`src/rtl/bus_arbiter_if.sv`:
```
// Device-side bus bundle of the round-robin packet arbiter.
// The master modport is the arbiter's view; slave is the device/FIFO side.
interface bus_arbiter_if #(
  parameter int unsigned drvrs   = 4,
  parameter int unsigned pckg_sz = 16
);
  logic [drvrs-1:0]         pndng;
  logic [drvrs*pckg_sz-1:0] D_pop;
  logic [drvrs-1:0]         pop;
  logic [drvrs-1:0]         push;
  logic [pckg_sz-1:0]       D_push;

  modport master (
    input  pndng, D_pop,
    output pop, push, D_push
  );

  modport slave (
    output pndng, D_pop,
    input  pop, push, D_push
  );
endinterface

```
`src/rtl/bus_arbiter.sv`:
```
// Round-robin arbiter that moves one packet per 3-cycle slot (IDLE/POP/PUSH)
// from a device FIFO head to one device, all devices but the sender, or nowhere.
module bus_arbiter #(
  parameter int unsigned bits      = 1,
  parameter int unsigned drvrs     = 4,
  parameter int unsigned pckg_sz   = 16,
  parameter logic [7:0]  broadcast = 8'hFF
) (
  input  logic              clk,
  input  logic              reset,
  bus_arbiter_if.master     bus,
  output logic              busy,
  output logic [3:0]        grant_id,
  output logic [15:0]       pkt_cnt,
  output logic [15:0]       drop_cnt
);

  localparam int unsigned IDW    = 4;
  localparam int unsigned DSTW   = 8;
  localparam int unsigned MAXDEV = 16;
  localparam logic [IDW:0]       NDRV      = (IDW+1)'(drvrs);
  localparam logic [IDW-1:0]     LAST_INIT = IDW'(drvrs - 1);
  localparam logic [drvrs-1:0]   ALL_DEV   = '1;

  if (bits != 1) begin : g_bits_chk
    $error("bus_arbiter supports only bits=1");
  end

  typedef enum logic [1:0] {IDLE, POP, PUSH} state_t;

  state_t           state;
  logic [IDW-1:0]   last_grant;

  // Zero-extend to 16 devices so a 4-bit device index always selects exactly.
  logic [MAXDEV-1:0]  pend16;
  logic [pckg_sz-1:0] heads [MAXDEV];

  assign pend16 = MAXDEV'(bus.pndng);

  for (genvar i = 0; i < MAXDEV; i++) begin : g_head
    if (i < drvrs) begin : g_dev
      assign heads[i] = bus.D_pop[i*pckg_sz +: pckg_sz];
    end else begin : g_pad
      assign heads[i] = '0;
    end
  end

  // Round-robin search starting one past the last device actually served.
  logic [IDW-1:0] start_idx;
  logic [IDW:0]   cand;
  logic [IDW-1:0] arb_idx;
  logic           arb_found;

  always_comb begin
    arb_found = 1'b0;
    arb_idx   = '0;
    cand      = '0;
    start_idx = (last_grant == LAST_INIT) ? '0 : last_grant + 1'b1;
    for (int k = 0; k < int'(drvrs); k++) begin
      cand = {1'b0, start_idx} + (IDW+1)'(k);
      if (cand >= NDRV) cand = cand - NDRV;
      if (!arb_found && pend16[cand[IDW-1:0]]) begin
        arb_found = 1'b1;
        arb_idx   = cand[IDW-1:0];
      end
    end
  end

  // Destination decode of the granted head packet.
  logic [pckg_sz-1:0] head_pkt;
  logic [DSTW-1:0]    dest;
  logic [drvrs-1:0]   grant_oh;
  logic [drvrs-1:0]   dest_oh;
  logic [drvrs-1:0]   push_mask;

  always_comb begin
    head_pkt = heads[grant_id];
    dest     = head_pkt[pckg_sz-1 -: DSTW];
    grant_oh = drvrs'(1) << grant_id;
    dest_oh  = drvrs'(1) << dest[IDW-1:0];
    if (dest == broadcast)
      push_mask = ALL_DEV & ~grant_oh;
    else if (dest < DSTW'(drvrs) && dest[IDW-1:0] != grant_id)
      push_mask = dest_oh;
    else
      push_mask = '0;
  end

  // pop follows the live request so a head withdrawn during POP is never dequeued.
  always_comb begin
    bus.pop = '0;
    if (state == POP && pend16[grant_id]) bus.pop = grant_oh;
  end

  always_ff @(posedge clk or posedge reset) begin
    if (reset) begin
      state      <= IDLE;
      bus.push   <= '0;
      bus.D_push <= '0;
      busy       <= 1'b0;
      grant_id   <= '0;
      pkt_cnt    <= '0;
      drop_cnt   <= '0;
      last_grant <= LAST_INIT;
    end else begin
      bus.push <= '0;
      case (state)
        IDLE: begin
          if (arb_found) begin
            grant_id <= arb_idx;
            state    <= POP;
            busy     <= 1'b1;
          end
        end
        POP: begin
          if (pend16[grant_id]) begin
            bus.D_push <= head_pkt;
            bus.push   <= push_mask;
            last_grant <= grant_id;
            state      <= PUSH;
          end else begin
            state <= IDLE;
            busy  <= 1'b0;
          end
        end
        PUSH: begin
          // A broadcast is one delivered packet regardless of fan-out.
          if (|bus.push) begin
            if (pkt_cnt != '1) pkt_cnt <= pkt_cnt + 1'b1;
          end else begin
            if (drop_cnt != '1) drop_cnt <= drop_cnt + 1'b1;
          end
          state <= IDLE;
          busy  <= 1'b0;
        end
        default: begin
          state <= IDLE;
          busy  <= 1'b0;
        end
      endcase
    end
  end

endmodule

```
`src/flat_wrapper.sv`:
```
// flat-port wrapper written by rule: the top's interface ports become plain ports
module bus_arbiter_flat 
#(
  parameter int unsigned bits      = 1,
  parameter int unsigned drvrs     = 4,
  parameter int unsigned pckg_sz   = 16,
  parameter logic [7:0]  broadcast = 8'hFF
)
  (clk, reset, busy, grant_id, pkt_cnt, drop_cnt, bus_pndng, bus_D_pop, bus_pop, bus_push, bus_D_push);
  bus_arbiter_if #(.drvrs(drvrs), .pckg_sz(pckg_sz)) bus_i ();
  input  logic clk;
  input  logic reset;
  output logic busy;
  output logic [3:0] grant_id;
  output logic [15:0] pkt_cnt;
  output logic [15:0] drop_cnt;
  input wire logic [$bits(bus_i.pndng)-1:0] bus_pndng;
  input wire logic [$bits(bus_i.D_pop)-1:0] bus_D_pop;
  output wire logic [$bits(bus_i.pop)-1:0] bus_pop;
  output wire logic [$bits(bus_i.push)-1:0] bus_push;
  output wire logic [$bits(bus_i.D_push)-1:0] bus_D_push;
  assign bus_i.pndng = bus_pndng;
  assign bus_i.D_pop = bus_D_pop;
  assign bus_pop = bus_i.pop;
  assign bus_push = bus_i.push;
  assign bus_D_push = bus_i.D_push;
  bus_arbiter #(.bits(bits), .drvrs(drvrs), .pckg_sz(pckg_sz), .broadcast(broadcast)) u_core (.clk(clk), .reset(reset), .bus(bus_i), .busy(busy), .grant_id(grant_id), .pkt_cnt(pkt_cnt), .drop_cnt(drop_cnt));
endmodule
```
`config.mk`:
```
export PLATFORM = sky130hd
export DESIGN_NAME = bus_arbiter_flat
export DESIGN_NICKNAME = d
export VERILOG_FILES = /design/src/rtl/bus_arbiter_if.sv /design/src/rtl/bus_arbiter.sv /design/src/flat_wrapper.sv
export SDC_FILE = /design/constraint.sdc
export NUM_CORES = 1
export LEC_CHECK = 0
export CAP_MARGIN = 25
export CORE_ASPECT_RATIO = 0.75
export CORE_UTILIZATION = 45
export DETAILED_ROUTE_END_ITERATION = 10
export DONT_BUFFER_PORTS = 1
export HOLD_SLACK_MARGIN = 0.08
export PLACE_DENSITY_LB_ADDON = 0.1
export SLEW_MARGIN = 10
export SYNTH_ARGS = -nofsm -noshare
export SYNTH_HDL_FRONTEND = slang
export SYNTH_SLANG_ARGS = --single-unit
```
`constraint.sdc`:
```
create_clock -name clk -period 11.15 [get_ports clk]
set_clock_uncertainty 0.15 [all_clocks]
set_input_delay 1.115 -clock clk [delete_from_list [all_inputs] [get_ports clk]]
set_output_delay 1.115 -clock clk [all_outputs]
set_load 0.01 [all_outputs]
```
### Word-level counts from Yosys, hierarchy flattened

Cells that the tools add are included.

| word-level totals | value |
|---|---|
| bits in registers | 63 |
| input bits | 70 |

| cells by class | value |
|---|---|
| add/subtract/negate cells | 10 |
| $lt $le $gt $ge | 11 |
| equal/unequal tests | 9 |
| shift-type cells | 2 |
| mux-type cells | 37 |
| bitwise logic cells | 3 |
| reductions and logical operators | 15 |

Operators with widths:

| cell | number |
|---|---|
| $bmux 16 s4 | 1 |
| $mux 4 | 14 |
| $add 16x1->16 const B | 2 |
| $mux 16 | 2 |
| $ne 16x16->1 const B | 2 |
| $lt 4x5->1 const B | 5 |
| $bmux 1 s4 | 5 |
| $sub 4x3->4 const B | 4 |
| $ge 5x3->1 const B | 3 |
| $mux 1 | 11 |
| $add 4x2->5 const B | 2 |
| $eq 8x8->1 const B | 1 |
| $lt 8x3->1 const B | 1 |
| $shl 1x4->4 const A | 2 |
| $reduce_and 2->1 | 3 |
| $reduce_and 3->1 | 2 |
| $add 4x1->5 const B | 1 |
| $ge 5x5->1 const B | 1 |
| $logic_and 1x1->1 | 5 |
| $not 4->5 | 1 |
| $add 4x1->4 const B | 1 |
| $eq 4x2->1 const B | 1 |
| $ge 4x3->1 const B | 1 |
| $mux 2 | 2 |
| 12 further kinds | 14 |

### Depth between registers and ports, before layout

Gate-level depths: netlist of the first run.

| depth | value |
|---|---|
| word-level depth | 18 |
| depth in mapped cells | 15 |
| mapped depth without buffers | 15 |

### Worst setup path after synthesis of the first run

Ideal clock, no wire load.

| path | value |
|---|---|
| path kind | register to register |
| start | register u_core.last_grant[1] |
| end | register u_core.grant_id[1] |
| data arrival time | 3.431 ns |
| data required time | 10.878 ns |
| setup slack | 7.448 ns |
| cell stages (with the launch flop) | 14 |
| path buffers | 0 |
| path through | dfstp_2 ha_1 nor2b_1 or2_2 ha_1 xor2_1 o22ai_1 or2_2 ha_1 and3b_1 or4_1 a31oi_1 o221ai_1 a32o_1 |

| on the way | value |
|---|---|
| word-level cells in the longest chain between the ends | 17 |

RTL lines:

| item | line | RTL |
|---|---|---|
| from (decl) | bus_arbiter.sv:32 | `logic [IDW-1:0] last_grant;` |
| from (signal assigned) | bus_arbiter.sv:119 | `last_grant <= grant_id;` |
| $add 4x1->4 or $eq 4x2->1 (tied branches) | bus_arbiter.sv:58 | `start_idx = (last_grant == LAST_INIT) ? '0 : last_grant + 1'b1;` |
| $mux 4 * | bus_arbiter.sv:58 |  |
| branches (longest 15 deep; another with $add 4x1->5) | -- |  |
| to (signal assigned) | bus_arbiter.sv:110 | `grant_id <= arb_idx;` |
| to (decl) | bus_arbiter.sv:13 | `output logic [3:0] grant_id,` |

Every way passes the cells marked *. The select of a mux whose other input is x is not followed.
A chain may end at the register's enable or synchronous reset.

### Worst setup path after layout of the first run

| path | value |
|---|---|
| start | register u_core.last_grant[0] |
| end | register u_core.grant_id[1] |

Same word-level chain as after synthesis.

==> results of run 1 <==
-- worst min-delay path by stage --
stage,startpoint,endpoint,slack [ns],depth (start not counted)
floorplan,u_core.drop_cnt[12],u_core.drop_cnt[12],0.37,1
global placement,u_core.drop_cnt[7],u_core.drop_cnt[7],0.38,1
detailed placement,u_core.bus.D_push[5],u_core.bus.D_push[5],0.39,2
CTS,u_core.bus.D_push[5],u_core.bus.D_push[5],0.40,2
global route,reset,u_core.drop_cnt[10],0.43,1
finish,u_core.bus.D_push[5],u_core.bus.D_push[5],0.39,2
-- power by group through the flow --
stage	sequential, mW	clock (mW)	combinational, mW
after floorplan	0.339	0	0.359
after global placement	0.357	0	0.432
after detailed placement	0.358	0	0.437
after CTS	0.355	0.263	0.439
after global routing	0.362	0.275	0.493
final	0.353	0.257	0.438
-- flip-flops by register name (all words and copies together) (netlist names) --
name / flops
u_core.last_grant: 4
u_core.bus.D_push: 16
u_core.bus.push: 4
u_core.grant_id: 4
u_core.drop_cnt: 16
u_core.pkt_cnt: 16
u_core.state: 2
u_core.busy: 1
-- through the flow --
| step | instance area (um^2) | hold slack, ns | std cells | util, % | total power, mW |
|---|---|---|---|---|---|
| detailed placement | 3920 | 0.394 | 465 | 48.7 | 0.795 |
| finish | 4210 | 0.394 | 480 | 52.2 | 1.05 |
| global route | 4210 | 0.431 | 480 | 52.2 | 1.13 |
| CTS | 4210 | 0.405 | 480 | 52.2 | 1.06 |
| floorplan | 3820 | 0.365 | 371 | - | 0.698 |
| global placement | 3920 | 0.384 | 465 | 48.7 | 0.790 |
-- worst register-to-register path, cell delays in order, from the launching register on --
cell and delay (ns):
sky130_fd_sc_hd__dfstp_2 0.66, sky130_fd_sc_hd__ha_1 0.33, sky130_fd_sc_hd__nor2b_1 0.15, sky130_fd_sc_hd__or2_2 0.31
sky130_fd_sc_hd__ha_1 0.28, sky130_fd_sc_hd__xor2_1 0.15, sky130_fd_sc_hd__o22ai_1 0.13, sky130_fd_sc_hd__or2_2 0.32
sky130_fd_sc_hd__ha_1 0.26, sky130_fd_sc_hd__and3b_1 0.19, sky130_fd_sc_hd__or4_1 0.48, sky130_fd_sc_hd__a31oi_1 0.20
sky130_fd_sc_hd__o221ai_1 0.14, sky130_fd_sc_hd__a32o_1 0.27
-- layout by cell type (no fill, tap or decap), drive strengths merged, types with 9 or more instances in the layout --
cell type,synthesis,final
dfrtp,61,61
nand2,49,49
xnor2,28,28
o21ai,25,25
mux4,20,20
nor2,20,20
nand3,15,15
inv,12,12
clkbuf,10,12
ha,11,11
a21oi,9,9
nand4,9,9
-- final cells by class --
| type | count | area, um^2 | share of cell area, % |
|---|---|---|---|
| sequential | 63 | 1580 | 37.5 |
| multi-input combinational | 280 | 2130 | 50.6 |
| inverter | 12 | 45.0 | 1.07 |
| timing repair buffer | 5 | 37.5 | 0.893 |
| clock buffer | 12 | 267 | 6.34 |
| tap | 105 | 131 | 3.12 |
| clock inverter | 3 | 17.5 | 0.417 |
-- metal layers --
metal / vias to the layer above / part of all wire, %
li1: 1351 / -
met1: 1351 / 47
met2: 121 / 45
met3: 7 / 7.9
met4: 0 / 0.78
met5: - / 0
-- kinds of logic (layout without fill, tap and decap cells) --
group	Yosys count	in the layout	synth area share (%)
flip-flops	63	63	41.3
XOR/XNOR	36	36	8.24
multiplexers	27	27	13.7
AO/OA/AOI/OAI	62	62	10.6
adder cells (fa/ha/maj)	11	11	3.60
AND/OR/NAND/NOR	144	144	19.5
buffers and inverters	28	32	3.07
==> results_tabular.tex, run 1 <==
\begin{tabular}{lr}
\hline
Metric & Value \\
\hline
\multicolumn{2}{l}{\textbf{GRT}} \\
Initial antenna violation count & 0 \\
Most Crowded Layer GR & met2 \\
Met3 demand-to-capacity share in global routing & under 10\% \\
Total global routing track utilization & around a fifth \\
Global-route wire length before repair & between 10 and 15 mm \\
GR Util met1 & 28.3\% \\
Via count of the first global-routing pass & 2699 \\
Met2 usage & 32.1\% \\
Overall overflow remaining after global route & 0 \\
Maximum number of pins on one net before global-route repair & 55 \\
\multicolumn{2}{l}{\textbf{Timing}} \\
Worst Setup Slack, final & about 7.0 ns \\
Maximum clock frequency & 0.242 GHz \\
Relative max-transition margin & around 55\% \\
Final setup fails & 0 \\
Share of the clock period used by the worst path & $\sim$37\% \\
Final slew viol count & 0 \\
Transition time at the pin with the least slew margin & 0.673 ns \\
Setup repair after global routing missed its margin & no \\
Setup TNS & 0 ns \\
Clock period minus worst slack & 4.13 ns \\
Endpoints failing hold & 0 \\
\multicolumn{2}{l}{\textbf{Power and ir drop}} \\
Leakage power total & 1.81 nW \\
Switching power & 0.404 mW \\
Worst-case vdd ir drop & 0.000129 V \\
Switching fraction of total power & approximately 39\% \\
Comb power frac & 41.8\% \\
Pwr per Cell Area & $\sim$250 nW/um\^{}2 \\
Sequential group share of total power & 33.7\% \\
Clock network fraction of design power & approximately 25\% \\
Total internal power & approximately 0.64 mW \\
\multicolumn{2}{l}{\textbf{Floorplanning}} \\
Chip Width & about 110 um \\
\# rows & 28 \\
Starting utilization of the core area & a little under half \\
Die Y-Extent & slightly above 80 um \\
Die ar. & 8880 um\^{}2 \\
IO Pins & between 100 and 150 \\
Core footprint & 8060 um\^{}2 \\
\multicolumn{2}{l}{\textbf{Routing}} \\
Via count & 2830 \\
TritonRoute pass-1 iters & 4 \\
DRC violations left & 0 \\
Routed via count divided by cell count & about 6 \\
Count of antenna-violating nets left after detailed routing & 0 \\
Drt initial violations & 220 \\
Final wirelength & about 9 mm \\
Routed wirelength normalized by instance count & 18.7 um \\
\multicolumn{2}{l}{\textbf{Setup path}} \\
Most numerous cell on the critical path & sky130\_fd\_sc\_hd\_\_ha\_1 \\
CP Launch Point & u\_core.last\_grant[0] \\
Biggest fanout along the worst timing path & 14 \\
CP Data Required Time & 11.20 ns \\
Sort of element at the end of the critical path & register \\
Worst R2R End & u\_core.grant\_id[1] \\
Critical-path top delay cell & sky130\_fd\_sc\_hd\_\_dfstp\_2 \\
Worst setup path end & u\_core.grant\_id[1] \\
Path type of the worst setup path & register to register \\
Critical Path Max Stage Delay & between 0.6 and 0.7 ns \\
Worst reg-to-reg path cell count & 13 \\
CP Launch Type & register \\
Number of stages on the worst setup path & 13 \\
Critical-path cell list & ha\_1 > nor2b\_1 > or2\_2 > ha\_1 > xor2\_1 > o22ai\_1 > or2\_2 > ha\_1 > and3b\_1 > or4\_1 > a31oi\_1 > o221ai\_1 > a32o\_1 \\
Family with the most delay on the worst path & simple AND/OR/NAND/NOR gates \\
Count of buffer and inverter cells on the critical path & 0 \\
Setup slack on the worst flop-to-flop path & 7.02 ns \\
Signal arrival time at the worst endpoint & 4.19 ns \\
Worst reg2reg startpoint & u\_core.last\_grant[0] \\
\multicolumn{2}{l}{\textbf{Status}} \\
Result of the run & completed \\
\multicolumn{2}{l}{\textbf{Clock network}} \\
Clock latency at the later pin of the worst-skew pair & between 0.3 and 0.4 ns \\
Post-CTS clock slew at the launch and capture registers of the worst setup and hold paths & approximately 0.050 ns \\
Cells resized by post-CTS repair & 0 \\
TritonCTS clock tree & done \\
Clock Sink Count & 63 \\
CTS H-Tree Depth & 3 \\
Buffer cell driving the clock tree root & sky130\_fd\_sc\_hd\_\_clkbuf\_16 \\
Buffer count from post-CTS setup fixing & 0 \\
Max Buffers Root-to-Sink & 2 \\
Number of buffers created by CTS & 9 \\
Hold buffer count at cts & 0 \\
\multicolumn{2}{l}{\textbf{Yosys}} \\
Sequential area share after synthesis & 41.3\% \\
Yosys reg bits & 63 \\
Cell with the most instances after synthesis & sky130\_fd\_sc\_hd\_\_dfrtp\_1 \\
Syn Nets & 452 \\
Mean Syn Cell Area & 10.3 um\^{}2 \\
Leading area contributor after synthesis & sky130\_fd\_sc\_hd\_\_dfrtp\_1 \\
Synth Instances & 371 \\
Most used DFF post-synth & sky130\_fd\_sc\_hd\_\_dfrtp\_1 \\
Total number of yosys warnings & 0 \\
Most numerous cell types in the synthesized netlist & 61 x sky130\_fd\_sc\_hd\_\_dfrtp\_1, 49 x sky130\_fd\_sc\_hd\_\_nand2\_1, 28 x sky130\_fd\_sc\_hd\_\_xnor2\_1, 23 x sky130\_fd\_sc\_hd\_\_o21ai\_0 \\
Total standard cell area after synthesis & approximately 3800 um\^{}2 \\
Number of enable-type register cells in the synthesized netlist & 0 \\
Number of library cell types mapped by synthesis & 56 \\
FFs w/ async S/R, synth & 100\% \\
Share of Yosys cell area claimed by the top area cell type & between 30\% and 40\% \\
Top post-synthesis cells by area & sky130\_fd\_sc\_hd\_\_dfrtp\_1 40\%, sky130\_fd\_sc\_hd\_\_mux4\_2 12\%, sky130\_fd\_sc\_hd\_\_xnor2\_1 6.4\% \\
\multicolumn{2}{l}{\textbf{Finish}} \\
Final layout net count & about 450 \\
Number of diodes & 0 \\
Relative area change from synthesis to final layout & 9.94\% \\
Fillcell total & approximately 750 \\
Fraction of final layout cells with drive strength greater than 1 & between 10 and 15\% \\
\multicolumn{2}{l}{\textbf{Placed design}} \\
Post-DP HPWL & 6.81 mm \\
Quantity of I/O buffers inserted on ports & 0 \\
RePlAce Congestion & 0.854 \\
Post-placement setup slack & 7.06 ns \\
\multicolumn{2}{l}{\textbf{Min path}} \\
Hold crit path type & register to register \\
\multicolumn{2}{l}{\textbf{Flow run}} \\
Max-capacitance violation count & 0 \\
\hline
\end{tabular}
Power figures use the tool's default switching activity.
==> run 2: changes to the inputs <==
==> constraint.sdc (replaced) <==
create_clock -name clk -period 4.1 [get_ports clk]
set_clock_uncertainty 0.15 [all_clocks]
set_input_delay 0.41 -clock clk [delete_from_list [all_inputs] [get_ports clk]]
set_output_delay 0.41 -clock clk [all_outputs]
set_load 0.01 [all_outputs]
==> run 2 against run 1 <==
Net effect:
- count of clock-buffer cells in the layout decreased by 2
- worst hold slack lost 0.047 ns
- first-iteration DRC count rose by 16%
- via count rose by 1.8%
- worst setup slack got worse by 6.8 ns
- global-route usage grew 0.22 points
- combinational power rose to 2.8 times the previous value
- final cell count up 2.1%
- utilization rose by 1.4 points
==> results_tabular.tex, run 2 (synthesized netlist as in run 1, its figures left out) <==
\begin{tabular}{lr}
\hline
Metric & Value \\
\hline
\multicolumn{2}{l}{\textbf{Clock network}} \\
Max Buffers Root-to-Sink & 2 \\
Post-CTS clock slew at the launch and capture registers of the worst setup and hold paths & 0.05 ns \\
Buffer cell driving the clock tree root & sky130\_fd\_sc\_hd\_\_clkbuf\_16 \\
TritonCTS clock tree & done \\
CTS H-Tree Depth & 3 \\
Number of buffers created by CTS & 9 \\
Clock latency at the later pin of the worst-skew pair & around 0.32 ns \\
Buffer count from post-CTS setup fixing & 0 \\
Clock Sink Count & 63 \\
\multicolumn{2}{l}{\textbf{Routing}} \\
TritonRoute pass-1 iters & 4 \\
Drt initial violations & between 200 and 300 \\
Final wirelength & 9.02 mm \\
Via count & roughly 2900 \\
Routed via count divided by cell count & 5.88 \\
Count of antenna-violating nets left after detailed routing & 0 \\
Routed wirelength normalized by instance count & approximately 18 um \\
DRC violations left & 0 \\
\multicolumn{2}{l}{\textbf{Finish}} \\
Registers with the highest flip-flop counts & u\_core.bus.D\_push x16, u\_core.drop\_cnt x16, u\_core.pkt\_cnt x16 \\
Number of diodes & 0 \\
Final standard cell utilization of the core & 53.6\% \\
Most frequent cells in the layout & 61 x sky130\_fd\_sc\_hd\_\_dfrtp\_1, 49 x sky130\_fd\_sc\_hd\_\_nand2\_1, 28 x sky130\_fd\_sc\_hd\_\_xnor2\_1 \\
Relative area change from synthesis to final layout & 13.0\% \\
Most common cell after layout, fill and taps aside & sky130\_fd\_sc\_hd\_\_dfrtp\_1 \\
Fillcell total & 710 \\
Final layout net count & about 460 \\
Fraction of final layout cells with drive strength greater than 1 & 16.6\% \\
\multicolumn{2}{l}{\textbf{Placed design}} \\
Post-DP HPWL & $\sim$6.9 mm \\
RePlAce Congestion & 0.913 \\
Post-placement setup slack & 0.119 ns \\
Quantity of I/O buffers inserted on ports & 0 \\
\multicolumn{2}{l}{\textbf{Power and ir drop}} \\
Worst-case vdd ir drop & 0.000378 V \\
Leakage power total & 1.87 nW \\
Pwr per Cell Area & 691 nW/um\^{}2 \\
\multicolumn{2}{l}{\textbf{Timing}} \\
Final setup fails & 0 \\
Setup repair after global routing missed its margin & no \\
Final slew viol count & 0 \\
Final-layout worst hold slack & $\sim$0.35 ns \\
Transition time at the pin with the least slew margin & a little over 0.8 ns \\
Share of the clock period used by the worst path & between 90\% and 100\% \\
Relative max-transition margin & 45.8\% \\
Worst Setup Slack, final & 0.255 ns \\
Clock period minus worst slack & 3.84 ns \\
Maximum clock frequency & 0.260 GHz \\
Setup TNS & 0 ns \\
Endpoints failing hold & 0 \\
\multicolumn{2}{l}{\textbf{Floorplanning}} \\
Core footprint & 8060 um\^{}2 \\
Starting utilization of the core area & $\sim$47\% \\
IO Pins & 131 \\
\# rows & 28 \\
Chip Width & 108 um \\
Die ar. & slightly below 9000 um\^{}2 \\
Die Y-Extent & a little over 80 um \\
\multicolumn{2}{l}{\textbf{Status}} \\
Result of the run & completed \\
\multicolumn{2}{l}{\textbf{Min path}} \\
Hold crit path type & input pin to register \\
\multicolumn{2}{l}{\textbf{GRT}} \\
Global-route wire length before repair & 14.0 mm \\
Overall overflow remaining after global route & 0 \\
Total global routing track utilization & between 20\% and 30\% \\
Initial antenna violation count & 0 \\
Via count of the first global-routing pass & approximately 2700 \\
Maximum number of pins on one net before global-route repair & 40 \\
\multicolumn{2}{l}{\textbf{Setup path}} \\
CP Data Required Time & 4.16 ns \\
Family with the most delay on the worst path & simple AND/OR/NAND/NOR gates \\
CP Launch Type & register \\
Critical Path Max Stage Delay & 0.64 ns \\
Sort of element at the end of the critical path & register \\
Critical-path top delay cell & sky130\_fd\_sc\_hd\_\_dfstp\_2 \\
Signal arrival time at the worst endpoint & 3.90 ns \\
Critical-path cell list & ha\_4 > nor2b\_1 > or2\_2 > ha\_1 > xor2\_1 > o22ai\_1 > or2\_2 > ha\_1 > and3b\_1 > or4\_1 > a31oi\_1 > o221ai\_1 > a32o\_1 \\
Biggest fanout along the worst timing path & 11 \\
Path type of the worst setup path & register to register \\
Count of buffer and inverter cells on the critical path & 0 \\
\multicolumn{2}{l}{\textbf{Flow run}} \\
Max-capacitance violation count & 0 \\
\hline
\end{tabular}
[run 2: cell types whose count changed in the layout (fill, tap and decap cells not counted)]
cell / delta
sky130_fd_sc_hd__ha_1: -1
sky130_fd_sc_hd__o31ai_2: +1
sky130_fd_sc_hd__clkbuf_1: +1
sky130_fd_sc_hd__clkinvlp_4: -1
sky130_fd_sc_hd__inv_6: +1
sky130_fd_sc_hd__buf_4: +8
sky130_fd_sc_hd__dlygate4sd3_1: +1
sky130_fd_sc_hd__o31ai_1: -1
sky130_fd_sc_hd__clkinv_2: +1
sky130_fd_sc_hd__ha_4: +1
sky130_fd_sc_hd__clkbuf_8: -3
sky130_fd_sc_hd__bufinv_16: +2
[run 2: final cells by class]
type | instances | area (um^2) | area share [%]
flip-flops and latches | 63 | 1580 | 36.5
multi-input cells | 280 | 2150 | 49.7
inverters | 12 | 45.0 | 1.04
well taps | 105 | 131 | 3.04
clock inverters | 6 | 83.8 | 1.94
clock buffers | 10 | 229 | 5.30
repair buffers | 14 | 108 | 2.49
[run 2: tightest hold or removal path, cell delays in order]
cell                       delay, ns
sky130_fd_sc_hd__mux4_2         0.20
sky130_fd_sc_hd__nand2b_1       0.05
sky130_fd_sc_hd__o21ai_0        0.12
[run 2: per-stage QoR]
step / area (um^2) / power [mW] / std cells
after global placement: 3980 / 2.19 / 473
after CTS: 4300 / 2.99 / 490
final: 4320 / 2.99 / 490
after detailed placement: 3980 / 2.19 / 473
after global routing: 4320 / 3.20 / 490
after floorplan: 3820 / 1.90 / 371
[run 2: repair_timing]
| action | 4_1_cts | 5_1_grt |
|---|---|---|
| hold buffers | 1 | 0 |
| endpoints found under the hold margin | 36 | 0 |
| resized for setup | 0 | 3 |
| setup endpoints to repair | 0 | 6 |
[run 2: final timing paths]
path | startpoint | to | slack (ns) | cells past startpoint
min in group asynchronous | reset | u_core.drop_cnt[6] | 0.56 | 2
hold reg to reg | u_core.bus.D_push[5] | u_core.bus.D_push[5] | 0.39 | 2
hold / removal | bus_D_pop[6] | u_core.bus.D_push[6] | 0.35 | 3
setup / recovery | u_core.last_grant[1] | u_core.grant_id[1] | 0.26 | 13
setup reg to reg | u_core.last_grant[1] | u_core.grant_id[1] | 0.26 | 13
max in group asynchronous | reset | u_core.bus.push[3] | 2.40 | 3
[run 2: per-layer routing]
layer	part of all wire, %	vias up	global-route usage [%]
li1	-	1374	-
met1	46	1359	29.7
met2	44	139	31.7
met3	9.6	8	6.27
met4	0.57	0	5.27
met5	0	-	0
[run 2: where the power goes]
| group | internal [mW] | total [mW] | switching, mW |
|---|---|---|---|
| combinational | 0.564 | 1.24 | 0.680 |
| clock | 0.530 | 0.795 | 0.265 |
| sequential | 0.768 | 0.948 | 0.180 |
| total | 1.86 | 2.99 | 1.12 |
